===== src/rtl/fetch_prefetch_unit_if.sv =====
// Fetch-stage bus bundle: IMEM request/response, branch redirect, decode handshake and PC observation.
// The master modport is the fetch unit; the slave modport is the surrounding memory/decode environment.
interface fetch_prefetch_unit_if #(
    parameter int unsigned PC_W    = 16,
    parameter int unsigned INSTR_W = 16
);
    logic               imem_req_valid;
    logic               imem_req_ready;
    logic [PC_W-1:0]    imem_req_addr;
    logic               imem_rsp_valid;
    logic [INSTR_W-1:0] imem_rsp_data;
    logic               redirect_valid;
    logic [PC_W-1:0]    redirect_pc;
    logic               if_valid;
    logic               if_ready;
    logic [INSTR_W-1:0] if_instr;
    logic [PC_W-1:0]    if_pc;
    logic [PC_W-1:0]    PCOutput;
    logic [PC_W-1:0]    IFAdderOutput;

    modport master (
        output imem_req_valid, imem_req_addr, if_valid, if_instr, if_pc, PCOutput, IFAdderOutput,
        input  imem_req_ready, imem_rsp_valid, imem_rsp_data, redirect_valid, redirect_pc, if_ready
    );

    modport slave (
        input  imem_req_valid, imem_req_addr, if_valid, if_instr, if_pc, PCOutput, IFAdderOutput,
        output imem_req_ready, imem_rsp_valid, imem_rsp_data, redirect_valid, redirect_pc, if_ready
    );
endinterface


===== src/rtl/fetch_prefetch_unit.sv =====
// Instruction-fetch stage: PC register/adder, in-order prefetch queue with alloc/fill/head pointers,
// and redirect flush that counts in-flight responses which must be discarded when they return.
module fetch_prefetch_unit_chk (
    input logic clk,
    input logic reset_n,
    input logic rsp_valid_i,
    input logic redirect_i,
    input logic drop_zero_i,
    input logic pend_zero_i
);
    orphan_rsp_a : assert property (@(posedge clk) disable iff (!reset_n)
        !(rsp_valid_i && !redirect_i && drop_zero_i && pend_zero_i));
endmodule

module fetch_prefetch_unit #(
    parameter int unsigned     PC_W     = 16,
    parameter int unsigned     INSTR_W  = 16,
    parameter int unsigned     DEPTH    = 4,
    parameter int unsigned     PC_INC   = 2,
    parameter logic [PC_W-1:0] RESET_PC = {PC_W{1'b0}}
) (
    input logic            clk,
    input logic            reset_n,
    fetch_prefetch_unit_if.master bus
);
    localparam int unsigned PTR_W  = $clog2(DEPTH);
    localparam int unsigned CNT_W  = $clog2(DEPTH) + 1;
    localparam int unsigned DROP_W = $clog2(DEPTH + 1) + 1;

    localparam logic [PTR_W-1:0]  PTR_ZERO   = {PTR_W{1'b0}};
    localparam logic [PTR_W-1:0]  PTR_ONE    = {{(PTR_W-1){1'b0}}, 1'b1};
    localparam logic [CNT_W-1:0]  CNT_ZERO   = {CNT_W{1'b0}};
    localparam logic [CNT_W-1:0]  CNT_ONE    = {{(CNT_W-1){1'b0}}, 1'b1};
    localparam logic [CNT_W-1:0]  CNT_FULL   = CNT_W'(DEPTH);
    localparam logic [DROP_W-1:0] DROP_ZERO  = {DROP_W{1'b0}};
    localparam logic [DROP_W-1:0] DROP_ONE   = {{(DROP_W-1){1'b0}}, 1'b1};
    localparam logic [DROP_W:0]   DSUM_ZERO  = {(DROP_W+1){1'b0}};
    localparam logic [DROP_W:0]   DSUM_ONE   = {{DROP_W{1'b0}}, 1'b1};
    localparam logic [DROP_W:0]   DROP_MAX   = {1'b0, {DROP_W{1'b1}}};

    logic [PC_W-1:0]    pc_q, pc_d;
    logic [PTR_W-1:0]   alloc_q, alloc_d, fill_q, fill_d, head_q, head_d;
    logic [CNT_W-1:0]   count_q, count_d;
    logic [CNT_W-1:0]   pend_q, pend_d;
    logic [DROP_W-1:0]  drop_q, drop_d;
    logic [DROP_W:0]    drop_sum_s;

    logic [PC_W-1:0]    ent_pc_q    [DEPTH];
    logic [INSTR_W-1:0] ent_instr_q [DEPTH];
    logic [DEPTH-1:0]   ent_filled_q;

    logic [PC_W-1:0]    adder_s;
    logic               req_valid_s, req_fire_s, if_valid_s, consume_s, rsp_drop_s, rsp_fill_s;

    assign adder_s     = pc_q + PC_W'(PC_INC);
    // Full queue blocks requests even when the head is consumed this cycle.
    assign req_valid_s = reset_n && (count_q < CNT_FULL) && !bus.redirect_valid;
    assign req_fire_s  = req_valid_s && bus.imem_req_ready;
    assign if_valid_s  = !bus.redirect_valid && (count_q != CNT_ZERO) && ent_filled_q[head_q];
    assign consume_s   = if_valid_s && bus.if_ready;
    assign rsp_drop_s  = bus.imem_rsp_valid && !bus.redirect_valid && (drop_q != DROP_ZERO);
    assign rsp_fill_s  = bus.imem_rsp_valid && !bus.redirect_valid && (drop_q == DROP_ZERO)
                         && (pend_q != CNT_ZERO);

    assign bus.imem_req_valid = req_valid_s;
    assign bus.imem_req_addr  = pc_q;
    assign bus.PCOutput       = pc_q;
    assign bus.IFAdderOutput  = adder_s;
    assign bus.if_valid       = if_valid_s;
    assign bus.if_instr       = (count_q != CNT_ZERO) ? ent_instr_q[head_q] : {INSTR_W{1'b0}};
    assign bus.if_pc          = (count_q != CNT_ZERO) ? ent_pc_q[head_q] : {PC_W{1'b0}};

    // Next-state for PC, pointers, occupancy, pending fills and drop accounting.
    always_comb begin
        pc_d    = pc_q;
        alloc_d = alloc_q;
        fill_d  = fill_q;
        head_d  = head_q;
        count_d = count_q;
        pend_d  = pend_q;
        drop_d  = drop_q;

        drop_sum_s = (DROP_W+1)'(pend_q) + (DROP_W+1)'(drop_q);
        if (bus.imem_rsp_valid && (drop_sum_s != DSUM_ZERO)) begin
            drop_sum_s = drop_sum_s - DSUM_ONE;
        end else begin
            drop_sum_s = drop_sum_s;
        end

        if (bus.redirect_valid) begin
            pc_d    = bus.redirect_pc;
            alloc_d = PTR_ZERO;
            fill_d  = PTR_ZERO;
            head_d  = PTR_ZERO;
            count_d = CNT_ZERO;
            pend_d  = CNT_ZERO;
            drop_d  = (drop_sum_s > DROP_MAX) ? DROP_MAX[DROP_W-1:0] : drop_sum_s[DROP_W-1:0];
        end else begin
            if (req_fire_s) begin
                pc_d    = adder_s;
                alloc_d = alloc_q + PTR_ONE;
            end else begin
                pc_d    = pc_q;
            end
            if (rsp_fill_s) begin
                fill_d = fill_q + PTR_ONE;
            end else begin
                fill_d = fill_q;
            end
            if (consume_s) begin
                head_d = head_q + PTR_ONE;
            end else begin
                head_d = head_q;
            end
            if (rsp_drop_s) begin
                drop_d = drop_q - DROP_ONE;
            end else begin
                drop_d = drop_q;
            end
            case ({req_fire_s, consume_s})
                2'b10:   count_d = count_q + CNT_ONE;
                2'b01:   count_d = count_q - CNT_ONE;
                default: count_d = count_q;
            endcase
            case ({req_fire_s, rsp_fill_s})
                2'b10:   pend_d = pend_q + CNT_ONE;
                2'b01:   pend_d = pend_q - CNT_ONE;
                default: pend_d = pend_q;
            endcase
        end
    end

    // Control state registers.
    always_ff @(posedge clk or negedge reset_n) begin
        if (!reset_n) begin
            pc_q    <= RESET_PC;
            alloc_q <= PTR_ZERO;
            fill_q  <= PTR_ZERO;
            head_q  <= PTR_ZERO;
            count_q <= CNT_ZERO;
            pend_q  <= CNT_ZERO;
            drop_q  <= DROP_ZERO;
        end else begin
            pc_q    <= pc_d;
            alloc_q <= alloc_d;
            fill_q  <= fill_d;
            head_q  <= head_d;
            count_q <= count_d;
            pend_q  <= pend_d;
            drop_q  <= drop_d;
        end
    end

    // Queue entry storage: PC captured at request, instruction and filled flag at response.
    always_ff @(posedge clk or negedge reset_n) begin
        if (!reset_n) begin
            for (int i = 0; i < int'(DEPTH); i++) begin
                ent_pc_q[i]    <= {PC_W{1'b0}};
                ent_instr_q[i] <= {INSTR_W{1'b0}};
            end
            ent_filled_q <= {DEPTH{1'b0}};
        end else if (bus.redirect_valid) begin
            ent_filled_q <= {DEPTH{1'b0}};
        end else begin
            if (req_fire_s) begin
                ent_pc_q[alloc_q]     <= pc_q;
                ent_filled_q[alloc_q] <= 1'b0;
            end
            if (rsp_fill_s) begin
                ent_instr_q[fill_q]  <= bus.imem_rsp_data;
                ent_filled_q[fill_q] <= 1'b1;
            end
        end
    end

    fetch_prefetch_unit_chk u_chk (
        .clk         (clk),
        .reset_n     (reset_n),
        .rsp_valid_i (bus.imem_rsp_valid),
        .redirect_i  (bus.redirect_valid),
        .drop_zero_i (drop_q == DROP_ZERO),
        .pend_zero_i (pend_q == CNT_ZERO)
    );
endmodule

===== src/flat_wrapper.sv =====
// flat-port wrapper written by rule: the top's interface ports become plain ports
module fetch_prefetch_unit_flat 
#(
    parameter int unsigned     PC_W     = 16,
    parameter int unsigned     INSTR_W  = 16,
    parameter int unsigned     DEPTH    = 4,
    parameter int unsigned     PC_INC   = 2,
    parameter logic [PC_W-1:0] RESET_PC = {PC_W{1'b0}}
)
  (clk, reset_n, bus_imem_req_valid, bus_imem_req_addr, bus_if_valid, bus_if_instr, bus_if_pc, bus_PCOutput, bus_IFAdderOutput, bus_imem_req_ready, bus_imem_rsp_valid, bus_imem_rsp_data, bus_redirect_valid, bus_redirect_pc, bus_if_ready);
  fetch_prefetch_unit_if #(.PC_W(PC_W), .INSTR_W(INSTR_W)) bus_i ();
  input logic clk;
  input logic reset_n;
  output wire logic [$bits(bus_i.imem_req_valid)-1:0] bus_imem_req_valid;
  output wire logic [$bits(bus_i.imem_req_addr)-1:0] bus_imem_req_addr;
  output wire logic [$bits(bus_i.if_valid)-1:0] bus_if_valid;
  output wire logic [$bits(bus_i.if_instr)-1:0] bus_if_instr;
  output wire logic [$bits(bus_i.if_pc)-1:0] bus_if_pc;
  output wire logic [$bits(bus_i.PCOutput)-1:0] bus_PCOutput;
  output wire logic [$bits(bus_i.IFAdderOutput)-1:0] bus_IFAdderOutput;
  input wire logic [$bits(bus_i.imem_req_ready)-1:0] bus_imem_req_ready;
  input wire logic [$bits(bus_i.imem_rsp_valid)-1:0] bus_imem_rsp_valid;
  input wire logic [$bits(bus_i.imem_rsp_data)-1:0] bus_imem_rsp_data;
  input wire logic [$bits(bus_i.redirect_valid)-1:0] bus_redirect_valid;
  input wire logic [$bits(bus_i.redirect_pc)-1:0] bus_redirect_pc;
  input wire logic [$bits(bus_i.if_ready)-1:0] bus_if_ready;
  assign bus_imem_req_valid = bus_i.imem_req_valid;
  assign bus_imem_req_addr = bus_i.imem_req_addr;
  assign bus_if_valid = bus_i.if_valid;
  assign bus_if_instr = bus_i.if_instr;
  assign bus_if_pc = bus_i.if_pc;
  assign bus_PCOutput = bus_i.PCOutput;
  assign bus_IFAdderOutput = bus_i.IFAdderOutput;
  assign bus_i.imem_req_ready = bus_imem_req_ready;
  assign bus_i.imem_rsp_valid = bus_imem_rsp_valid;
  assign bus_i.imem_rsp_data = bus_imem_rsp_data;
  assign bus_i.redirect_valid = bus_redirect_valid;
  assign bus_i.redirect_pc = bus_redirect_pc;
  assign bus_i.if_ready = bus_if_ready;
  fetch_prefetch_unit #(.PC_W(PC_W), .INSTR_W(INSTR_W), .DEPTH(DEPTH), .PC_INC(PC_INC), .RESET_PC(RESET_PC)) u_core (.clk(clk), .reset_n(reset_n), .bus(bus_i));
endmodule

===== config.mk =====
export PLATFORM = sky130hd
export DESIGN_NAME = fetch_prefetch_unit_flat
export DESIGN_NICKNAME = d
export VERILOG_FILES = /design/src/rtl/fetch_prefetch_unit_if.sv /design/src/rtl/fetch_prefetch_unit.sv /design/src/flat_wrapper.sv
export SDC_FILE = /design/constraint.sdc
export NUM_CORES = 1
export LEC_CHECK = 0
export ABC_AREA = 1
export ABC_CLOCK_PERIOD_IN_PS = 2900
export BUFFER_PORTS_ARGS = -buffer_cell sky130_fd_sc_hd__buf_2
export CORE_MARGIN = 3
export CORE_UTILIZATION = 58
export DETAILED_ROUTE_END_ITERATION = 10
export GPL_TIMING_DRIVEN = 0
export PLACE_DENSITY = 0.89
export SLEW_MARGIN = 20
export SYNTH_ARGS = -nofsm -noshare
export SYNTH_HDL_FRONTEND = slang
export SYNTH_SLANG_ARGS = --single-unit

===== constraint.sdc =====
create_clock -name clk -period 2.9 [get_ports clk]
set_input_delay 0.725 -clock clk [delete_from_list [all_inputs] [get_ports clk]]
set_output_delay 0.725 -clock clk [all_outputs]
set_load 0.02 [all_outputs]

==> impl_metrics.ini, run 1 <==
[sta]
fin_tns_setup_ns = 0
final_hold_viol_count = 0
slew_viol_final = 0
min_period_ns = 2.87
max_slew.worst_pin.slew_ns = 0.687
max_freq_ghz = 0.349
finalSetupViolCount = 0
slew_headroom = 0.542
final.period_utilization = 0.988
fin_worst_skew_ns = 0.0126

[setup_path]
critPathBufInv = 2
cp_max_fo = 4
r2r_start = u_core.pend_q[0]
rr_endpoint = u_core.drop_q[1]
crit_slowest_cell = dfrtp_2
cp.required_ns = 2.17
cp_slowest_stage_delay_ns = 0.40
reg2reg_depth = 11
worstSetupPathType = flop to output port
arrival_ns = 2.14
worst_setup_path_end_kind = output port
timing.critical_path.from = u_core.bus.PCOutput[2]
cp_top_family = simple AND/OR/NAND/NOR gates
crit_path_start_kind = flop
ff2ff_setup_slack_ns = 0.29
crit_chain = ha_2 > nand2_2 > nor3_4 > nand4_4 > inv_1 > nand2_1 > xor2_2 > buf_4

[synth]
synth-compound-area-share = 0.169
synth_area_mm2 = 0.00825
postSynth.topFlopCell = dfrtp_1
yosysWarnings = 0
synthAdderAreaFrac = 0.0300
synthSimpleGateAreaFrac = 0.202
synth_most_common_cell = nand2_1
ys_types = 35
yosysSeqAreaShare = 0.497
postSynthAreaPerCell_um2 = 8.10
ys_seq_elements = 164
syn-instance-count = 1018
synth-edff-count = 0
synthXorXnorAreaFrac = 0.0211
async_reset_ff_frac = 1.00
synth_fp_nets = 1074
synth_common_cells = nand2_1 (213), o21ai_0 (165), dfrtp_1 (164), nor2_1 (145), inv_1 (58)
synthMuxAreaShare = 0
synth_area_leader_cell = dfrtp_1
synth.area.top_cells = dfrtp_1 (50%), o21ai_0 (10%), nand2_1 (9.7%)
synth_top_family_by_area = simple AND/OR/NAND/NOR gates
yosysTopAreaCellShare = 0.497

[power_and_ir_drop]
sw_frac_of_total = 0.331
powerDensity_mw_per_mm2 = 722
p_leak_nw = 4.87
switchingPower_w = 0.00235
clkPwrFrac = 0.339
seqPwrFrac = 0.407
internal_power_w = 0.00475
vdd_drop_max_uv = 506
comb_power_share = 0.254

[drt]
met3_length_um = 2090
firstDrtPassIters = 6
wl_met1_um = 9070
route.met2.wl_um = 11600
wl_per_cell_um = 17.3
dr_total_vias = 7827
postRouteAntennaNets = 0
drtIter0Drc = 653
via_per_inst = 5.80
drc = 0
totalWireLength_um = 23400
top_layer = met4

[placement]
place_congestion = 0.890
placed_area_mm2 = 0.00910
dp_hpwl_um = 15500
portBuffers = 119

[finish]
num_antenna_cells = 0
final_cell_area_mm2 = 0.00983
nets = 1218
syn_to_final_growth_pct = 19.1
drive_gt1_frac = 0.210

[flow_run]
cap_violations = 0

[floorplanning]
die_w_um = 125
io_pins = 120
rows = 42
die_y_um = 125
design.die.area_mm2 = 0.0157
initial_core_util = 0.608
core_mm2 = 0.0136

[run_status]
status = completed

[clocking]
cts_tree = built
h-tree-depth = 4
ctsHoldBuffers = 0
clk_pin_slew_ns = 0.06
clk_latency_ns = 0.43
cts_buffers = 17
root_buffer = clkbuf_16
clockBufferDepth = 2
cts.sinks = 164

[global_route]
gr-total-overflow = 0
grt_max_degree = 84
grt_pass1_wl_um = 37500
track_usage = 0.297
antenna_found_initial = 0
first_global_vias = 7768

[worst_hold_path]
hold_path_class = input port to async pin
==> sequential cells by signal (all words and copies together), names as in the netlist <==
| register | flops |
|---|---|
| u_core.alloc_q | 2 |
| u_core.bus.PCOutput | 16 |
| u_core.count_q | 3 |
| u_core.drop_q | 4 |
| u_core.ent_filled_q | 4 |
| u_core.ent_instr_q | 64 |
| u_core.ent_pc_q | 64 |
| u_core.fill_q | 2 |
| u_core.head_q | 2 |
| u_core.pend_q | 3 |
==> logic make-up (layout without fill, tap and decap cells) <==
| kind of cell | after synthesis | in the layout |
|---|---|---|
| buffers and inverters | 141 | 297 |
| AOI/OAI and AO/OA | 269 | 269 |
| and+or+nand+nor | 407 | 407 |
| xor gates and xnor gates | 19 | 19 |
| DFF | 164 | 164 |
| adders and majority gates | 18 | 18 |
==> worst max-delay path by stage <==
stage	end	slack, ns	cells after the start
2_1_floorplan	u_core.count_q[2]	0.41	10
3_3_place_gp	u_core.count_q[2]	-2.57	11
6_report	bus_IFAdderOutput[15]	0.03	8
4_1_cts	bus_IFAdderOutput[15]	0.001	8
5_1_grt	bus_IFAdderOutput[15]	-0.02	8
3_5_place_dp	u_core.count_q[2]	-0.15	11
==> layout make-up <==
cell class / instances / area, um2
Clock buffer: 20 / 447
Sequential cell: 164 / 4110
Buffer: 73 / 432
Fill cell: 991 / 3730
Inverter: 68 / 258
Tap cell: 176 / 220
Timing Repair Buffer: 125 / 676
Clock inverter: 11 / 175
Multi-Input combinational cell: 713 / 3510
==> cells in the final DEF (no fill, tap or decap), types with 4 or more instances in the layout <==
| cell type | netlist | final |
|---|---|---|
| o211ai_1 | 11 | 11 |
| nand3_1 | 25 | 25 |
| clkbuf_4 | 0 | 5 |
| inv_2 | 9 | 9 |
| nand4_1 | 4 | 4 |
| a21oi_1 | 46 | 45 |
| dfrtp_1 | 164 | 161 |
| o21ai_0 | 165 | 165 |
| inv_1 | 58 | 58 |
| bufinv_16 | 0 | 4 |
| clkbuf_16 | 0 | 17 |
| nand2_1 | 213 | 212 |
| ha_1 | 15 | 14 |
| buf_2 | 20 | 132 |
| o21ai_1 | 42 | 42 |
| buf_4 | 19 | 26 |
| clkbuf_2 | 0 | 8 |
| clkbuf_1 | 26 | 19 |
| nand2_2 | 10 | 11 |
| xor2_1 | 16 | 15 |
| buf_6 | 5 | 5 |
| nor2_1 | 145 | 144 |
==> metrics by stage <==
stage	utilization	setup WS (ns)	total power, W	hold WS [ns]	instances
after floorplan	-	0.410	0.00409	0.429	1018
after global placement	0.669	-2.57	0.00456	0.460	1313
after detailed placement	0.671	-0.151	0.00465	0.468	1314
after CTS	0.718	0.00115	0.00705	0.301	1345
after global routing	0.725	-0.0168	0.00745	0.322	1350
final	0.725	0.0348	0.00710	0.284	1350
==> per-layer routing <==
metal / GRT usage / vias up
li1: - / 3578
met1: 0.366 / 3752
met2: 0.500 / 424
met3: 0.0751 / 73
met4: 0.126 / 0
met5: 0 / -
==> timing repair <==
| item | in CTS | in global routing |
|---|---|---|
| pin swaps | 0 | 2 |
| buffers inserted | 0 | 5 |
| setup endpoints to repair | 15 | 35 |
| resized for setup | 3 | 30 |
==> power by group through the flow <==
stage / Sequential, W / Clock (W) / Combinational [W]
after detailed placement: 0.00291 / 0 / 0.00174
after global placement: 0.00289 / 0 / 0.00167
after global routing: 0.00292 / 0.00251 / 0.00202
after floorplan: 0.00288 / 0 / 0.00121
final: 0.00289 / 0.00240 / 0.00181
after CTS: 0.00288 / 0.00240 / 0.00177
Power figures use the tool's default switching activity.
==> run 2: changes to the inputs <==
Settings changed: PLACE_DENSITY 0.89 to 0.81, SLEW_MARGIN 20 to 10.
==> run 2 against run 1 <==
  * Critical path depth is 1 lower
  * Clock power decreased by 9.2%
  * Hold slack lost 0.038 ns
  * Non-clock buffer count down 1
  * Critical path type unchanged
==> impl_metrics.ini, run 2 (same netlist as run 1, synthesis figures left out) <==
[placement]
place_congestion = 0.882
portBuffers = 119
dp_cells = 1314
dp_hpwl_um = 15300

[sta]
finalSetupViolCount = 0
max_freq_ghz = 0.352
slew_viol_final = 0
rsz0062_at_grt = true
fin_tns_setup_ns = 0
final_hold_viol_count = 0
final.period_utilization = 0.981
slew_headroom = 0.601
max_slew.worst_pin.slew_ns = 0.598
min_period_ns = 2.84
fin_worst_skew_ns = 0.0100

[setup_path]
reg2reg_depth = 11
cp_max_fo = 10
crit_slowest_cell = buf_1
ff2ff_setup_slack_ns = 0.34
cp_slowest_stage_delay_ns = 0.48
worst_setup_path_end_kind = output port
critPathBufInv = 4
cp.required_ns = 2.17
cp_top_family = buffers and inverters
arrival_ns = 2.12
crit_path_start_kind = flop
worstSetupPathType = flop to output port
r2r_start = u_core.pend_q[0]
rr_endpoint = u_core.drop_q[1]
crit_chain = buf_4 > inv_2 > buf_1 > nor2_1 > o21ai_0 > a21oi_1 > buf_2

[global_route]
gr-total-overflow = 0
busiest_layer = met2
antenna_found_initial = 0
first_global_vias = 7463
track_usage = 0.291
grt_max_degree = 106
grtUsageMet2 = 0.476
grt_pass1_wl_um = 37000
gr-usage-met3 = 0.0584
grt_use_met1 = 0.386

[power_and_ir_drop]
vdd_drop_max_uv = 455
p_leak_nw = 4.85
powerDensity_mw_per_mm2 = 700
p_total_w = 0.00683

[finish]
num_antenna_cells = 0
final_common_cell = nand2_1
final_cell_mix = nand2_1 (212), o21ai_0 (165), dfrtp_1 (163)
syn_to_final_growth_pct = 18.2
final_cells = 1346
nets = 1217
post-route-util = 0.719
drive_gt1_frac = 0.203

[floorplanning]
core_mm2 = 0.0136
initial_core_util = 0.608
die_y_um = 125
rows = 42
io_pins = 120
design.die.area_mm2 = 0.0157
die_w_um = 125

[clocking]
clk_pin_slew_ns = 0.06
ctsHoldBuffers = 0
h-tree-depth = 4
root_buffer = clkbuf_16
clockBufferDepth = 2
clk_latency_ns = 0.43
cts.sinks = 164
cts_tree = built
cts_buffers = 17

[drt]
totalWireLength_um = 22500
postRouteAntennaNets = 0
drtIter0Drc = 739
firstDrtPassIters = 5
via_per_inst = 5.59
wl_per_cell_um = 16.7
drc = 0
dr_total_vias = 7519

[worst_hold_path]
hold_path_class = input port to async pin

[run_status]
status = completed

[flow_run]
cap_violations = 0
-- run 2: cell types whose count changed in the layout (fill, tap and decap cells not counted), moves of 2 or more --
cell       before  now
inv_6           3    0
buf_4          26   24
bufinv_16       4    2
clkbuf_1       19   21
clkbuf_8        1    3
dfrtp_1       161  163
dfrtp_2         3    1
-- run 2: worst max path at each step --
| stage | cells past startpoint | startpoint | slack (ns) | endpoint |
|---|---|---|---|---|
| after floorplan | 10 | bus_redirect_valid | 0.41 | u_core.count_q[2] |
| after global placement | 11 | reset_n | -2.63 | u_core.count_q[2] |
| after detailed placement | 11 | reset_n | -0.31 | u_core.count_q[2] |
| after CTS | 7 | u_core.head_q[0] | -0.02 | bus_if_pc[3] |
| after global routing | 7 | u_core.bus.PCOutput[2] | -0.02 | bus_IFAdderOutput[13] |
| final | 7 | u_core.head_q[1] | 0.06 | bus_if_instr[3] |
-- run 2: layout make-up --
class	instances	area, um2
clock buffers	23	478
clock inverters	5	77.6
repair buffers	124	677
flip-flops and latches	164	4110
well taps	176	220
fillers	1087	3800
multi-input cells	713	3510
inverters	68	258
plain buffers	73	428
-- run 2: routing by layer --
layer	wire, um	vias to the layer above	share of wire
met5	0	-	0
met1	9660	3589	0.43
met2	10700	318	0.48
met3	1560	41	0.069
li1	-	3571	-
met4	535	0	0.024
-- run 2: what timing repair did --
action | 4_1_cts | 5_1_grt
resized for setup | 4 | 24
endpoints found under the setup margin | 15 | 35
pin swaps | 0 | 4
buffers inserted | 0 | 4
-- run 2: stage by stage --
step                      hold slack (ns)  area, um2  worst slack [ns]
after global placement              0.460       9060             -2.63
after CTS                           0.400       9660           -0.0175
after detailed placement            0.468       9100            -0.308
after floorplan                     0.429       8250             0.410
final                               0.246       9750            0.0558
after global routing                0.312       9750           -0.0210
-- run 2: where the power goes --
part	internal (W)	total (W)	switching [W]
clock network	0.00131	0.00218	0.000868
registers	0.00264	0.00288	0.000240
logic	0.000646	0.00177	0.00113
total	0.00460	0.00683	0.00223
==> run 3: changes to the inputs <==
Settings changed: CORE_UTILIZATION 58 to 40, PLACE_DENSITY 0.81 to not set.
==> run 3 against run 2 <==
  * Clock skew increased by 0.0031 ns
  * Critical path type unchanged
  * Cell area grew 1.5%
  * Critical endpoint is now bus_IFAdderOutput[15]
  * Global-route usage shrank 7.2 points
  * Sequential power barely moved
  * Setup slack improved by 0.044 ns
  * Combinational power about the same
  * Cell count grew 6.9%
  * Highest routed layer is now met5
  * Die area up 43%
  * Core utilization is 22 points lower
  * Via count fell by 2.8%
==> impl_metrics.ini, run 3 (same netlist as run 1, synthesis figures left out) <==
[setup_path]
crit_top_cell = nand2_1
r2r_start = u_core.pend_q[0]
cp_slowest_stage_delay_ns = 0.40
crit_slowest_cell = dfrtp_1
timing.critical_path.from = u_core.bus.PCOutput[2]
crit_chain = ha_1 > nand2_1 > nor3_4 > nand4_4 > inv_1 > nand2_1 > xor2_2 > buf_4
cp_top_family = simple AND/OR/NAND/NOR gates
arrival_ns = 2.08
cp_max_fo = 4
cp.required_ns = 2.17
worst_setup_path_end_kind = output port
crit_path_start_kind = flop
worstSetupPathType = flop to output port
critPathBufInv = 2

[drt]
wl_per_cell_um = 16.7
drc = 0
via_per_inst = 5.08
dr_total_vias = 7309
totalWireLength_um = 24000
firstDrtPassIters = 5
drtIter0Drc = 437
postRouteAntennaNets = 0

[finish]
nets = 1217
syn_to_final_growth_pct = 20.1
drive_gt1_frac = 0.208
final_common_cell = nand2_1
final_cell_mix = nand2_1 (213), o21ai_0 (165), dfrtp_1 (163)
num_antenna_cells = 0

[clocking]
root_buffer = clkbuf_16
clk_latency_ns = 0.43
cts.sinks = 164
clk_pin_slew_ns = 0.07
cts_tree = built
clockBufferDepth = 2
cts_buffers = 17
h-tree-depth = 4

[placement]
dp_hpwl_um = 16500
place_ws_ns = -0.658
portBuffers = 119
place_congestion = 0.788

[sta]
max_freq_ghz = 0.357
max_slew.worst_pin.slew_ns = 0.591
slew_viol_final = 0
slew_headroom = 0.606
fin_ws_ns = 0.0997
fin_worst_skew_ns = 0.0131
finalSetupViolCount = 0
min_period_ns = 2.80
final_hold_viol_count = 0
rsz0062_at_grt = true
final.period_utilization = 0.966
fin_tns_setup_ns = 0

[global_route]
first_global_vias = 7117
grt_pass1_wl_um = 38300
grt_max_degree = 104
gr-total-overflow = 0
track_usage = 0.219
antenna_found_initial = 1

[floorplanning]
rows = 51
die_y_um = 150
core_mm2 = 0.0198
io_pins = 120
die_w_um = 150
design.die.area_mm2 = 0.0224
initial_core_util = 0.416

[flow_run]
cap_violations = 0

[power_and_ir_drop]
vdd_drop_max_uv = 377
p_total_w = 0.00686
p_leak_nw = 4.87
powerDensity_mw_per_mm2 = 693

[worst_hold_path]
hold_path_class = input port to async pin

[run_status]
status = completed
==> run 3: cell count changes in the layout (fill, tap and decap cells not counted), sizes merged <==
cell | previous run | this run
buf | 168 | 167
clkbuf | 52 | 49
bufinv | 2 | 1
clkinv | 2 | 7
clkinvlp | 1 | 2
inv | 68 | 71
==> run 3: report_power, final <==
group          switching [W]  internal (W)
clock               0.000997       0.00122
sequential          0.000233       0.00264
combinational        0.00113      0.000643
==> run 3: what timing repair did <==
action,in CTS,in global routing
endpoints found under the setup margin,17,34
buffers inserted,0,3
resized for setup,9,23
pin swaps,0,3
cloned,0,1
hold buffers,0,0
==> run 3: layer usage <==
layer / vias up / GRT usage / share of wire
li1: 3577 / - / -
met1: 3526 / 0.318 / 0.48
met2: 183 / 0.341 / 0.46
met3: 21 / 0.0400 / 0.051
met4: 2 / 0.0549 / 0.011
met5: - / 0 / 0.00029
==> run 3: final timing paths <==
path	slack (ns)	depth (start not counted)	end
max	0.1	8	bus_IFAdderOutput[15]
min	0.16	1	u_core.ent_pc_q[22]
max reg2reg	0.41	12	u_core.drop_q[0]
min reg2reg	0.48	2	u_core.ent_instr_q[9]
max in group asynchronous	2.14	2	u_core.bus.PCOutput[1]
min in group clk	0.48	2	u_core.ent_instr_q[9]
==> run 3: cell type report <==
cell class / count / area (um2)
clock inverters: 13 / 128
plain buffers: 73 / 438
clock buffers: 19 / 443
fillers: 1980 / 9940
well taps: 265 / 332
inverters: 68 / 258
flip-flops and latches: 164 / 4110
multi-input cells: 713 / 3500
repair buffers: 124 / 696
==> run 3: worst reg2reg max path, cell delays in order, from the launching register on <==
cell     delay (ns)
dfrtp_1        0.46
ha_1           0.23
inv_1          0.07
fa_1           0.63
ha_1           0.17
inv_1          0.05
nor2_2         0.14
nand3_1        0.13
nand2_1        0.18
xor2_1         0.17
nand2_1        0.06
nand2_1        0.06
nand2_1        0.04
==> run 3: metrics by stage <==
stage	cell area (um2)	hold WS, ns	std cells	utilization
6_report	9900	0.162	1439	0.499
5_1_grt	9900	0.175	1439	0.499
4_1_cts	9810	0.237	1435	0.494
3_5_place_dp	9210	0.467	1403	0.464
3_3_place_gp	9180	0.461	1402	0.462
2_1_floorplan	8250	0.429	1018	-
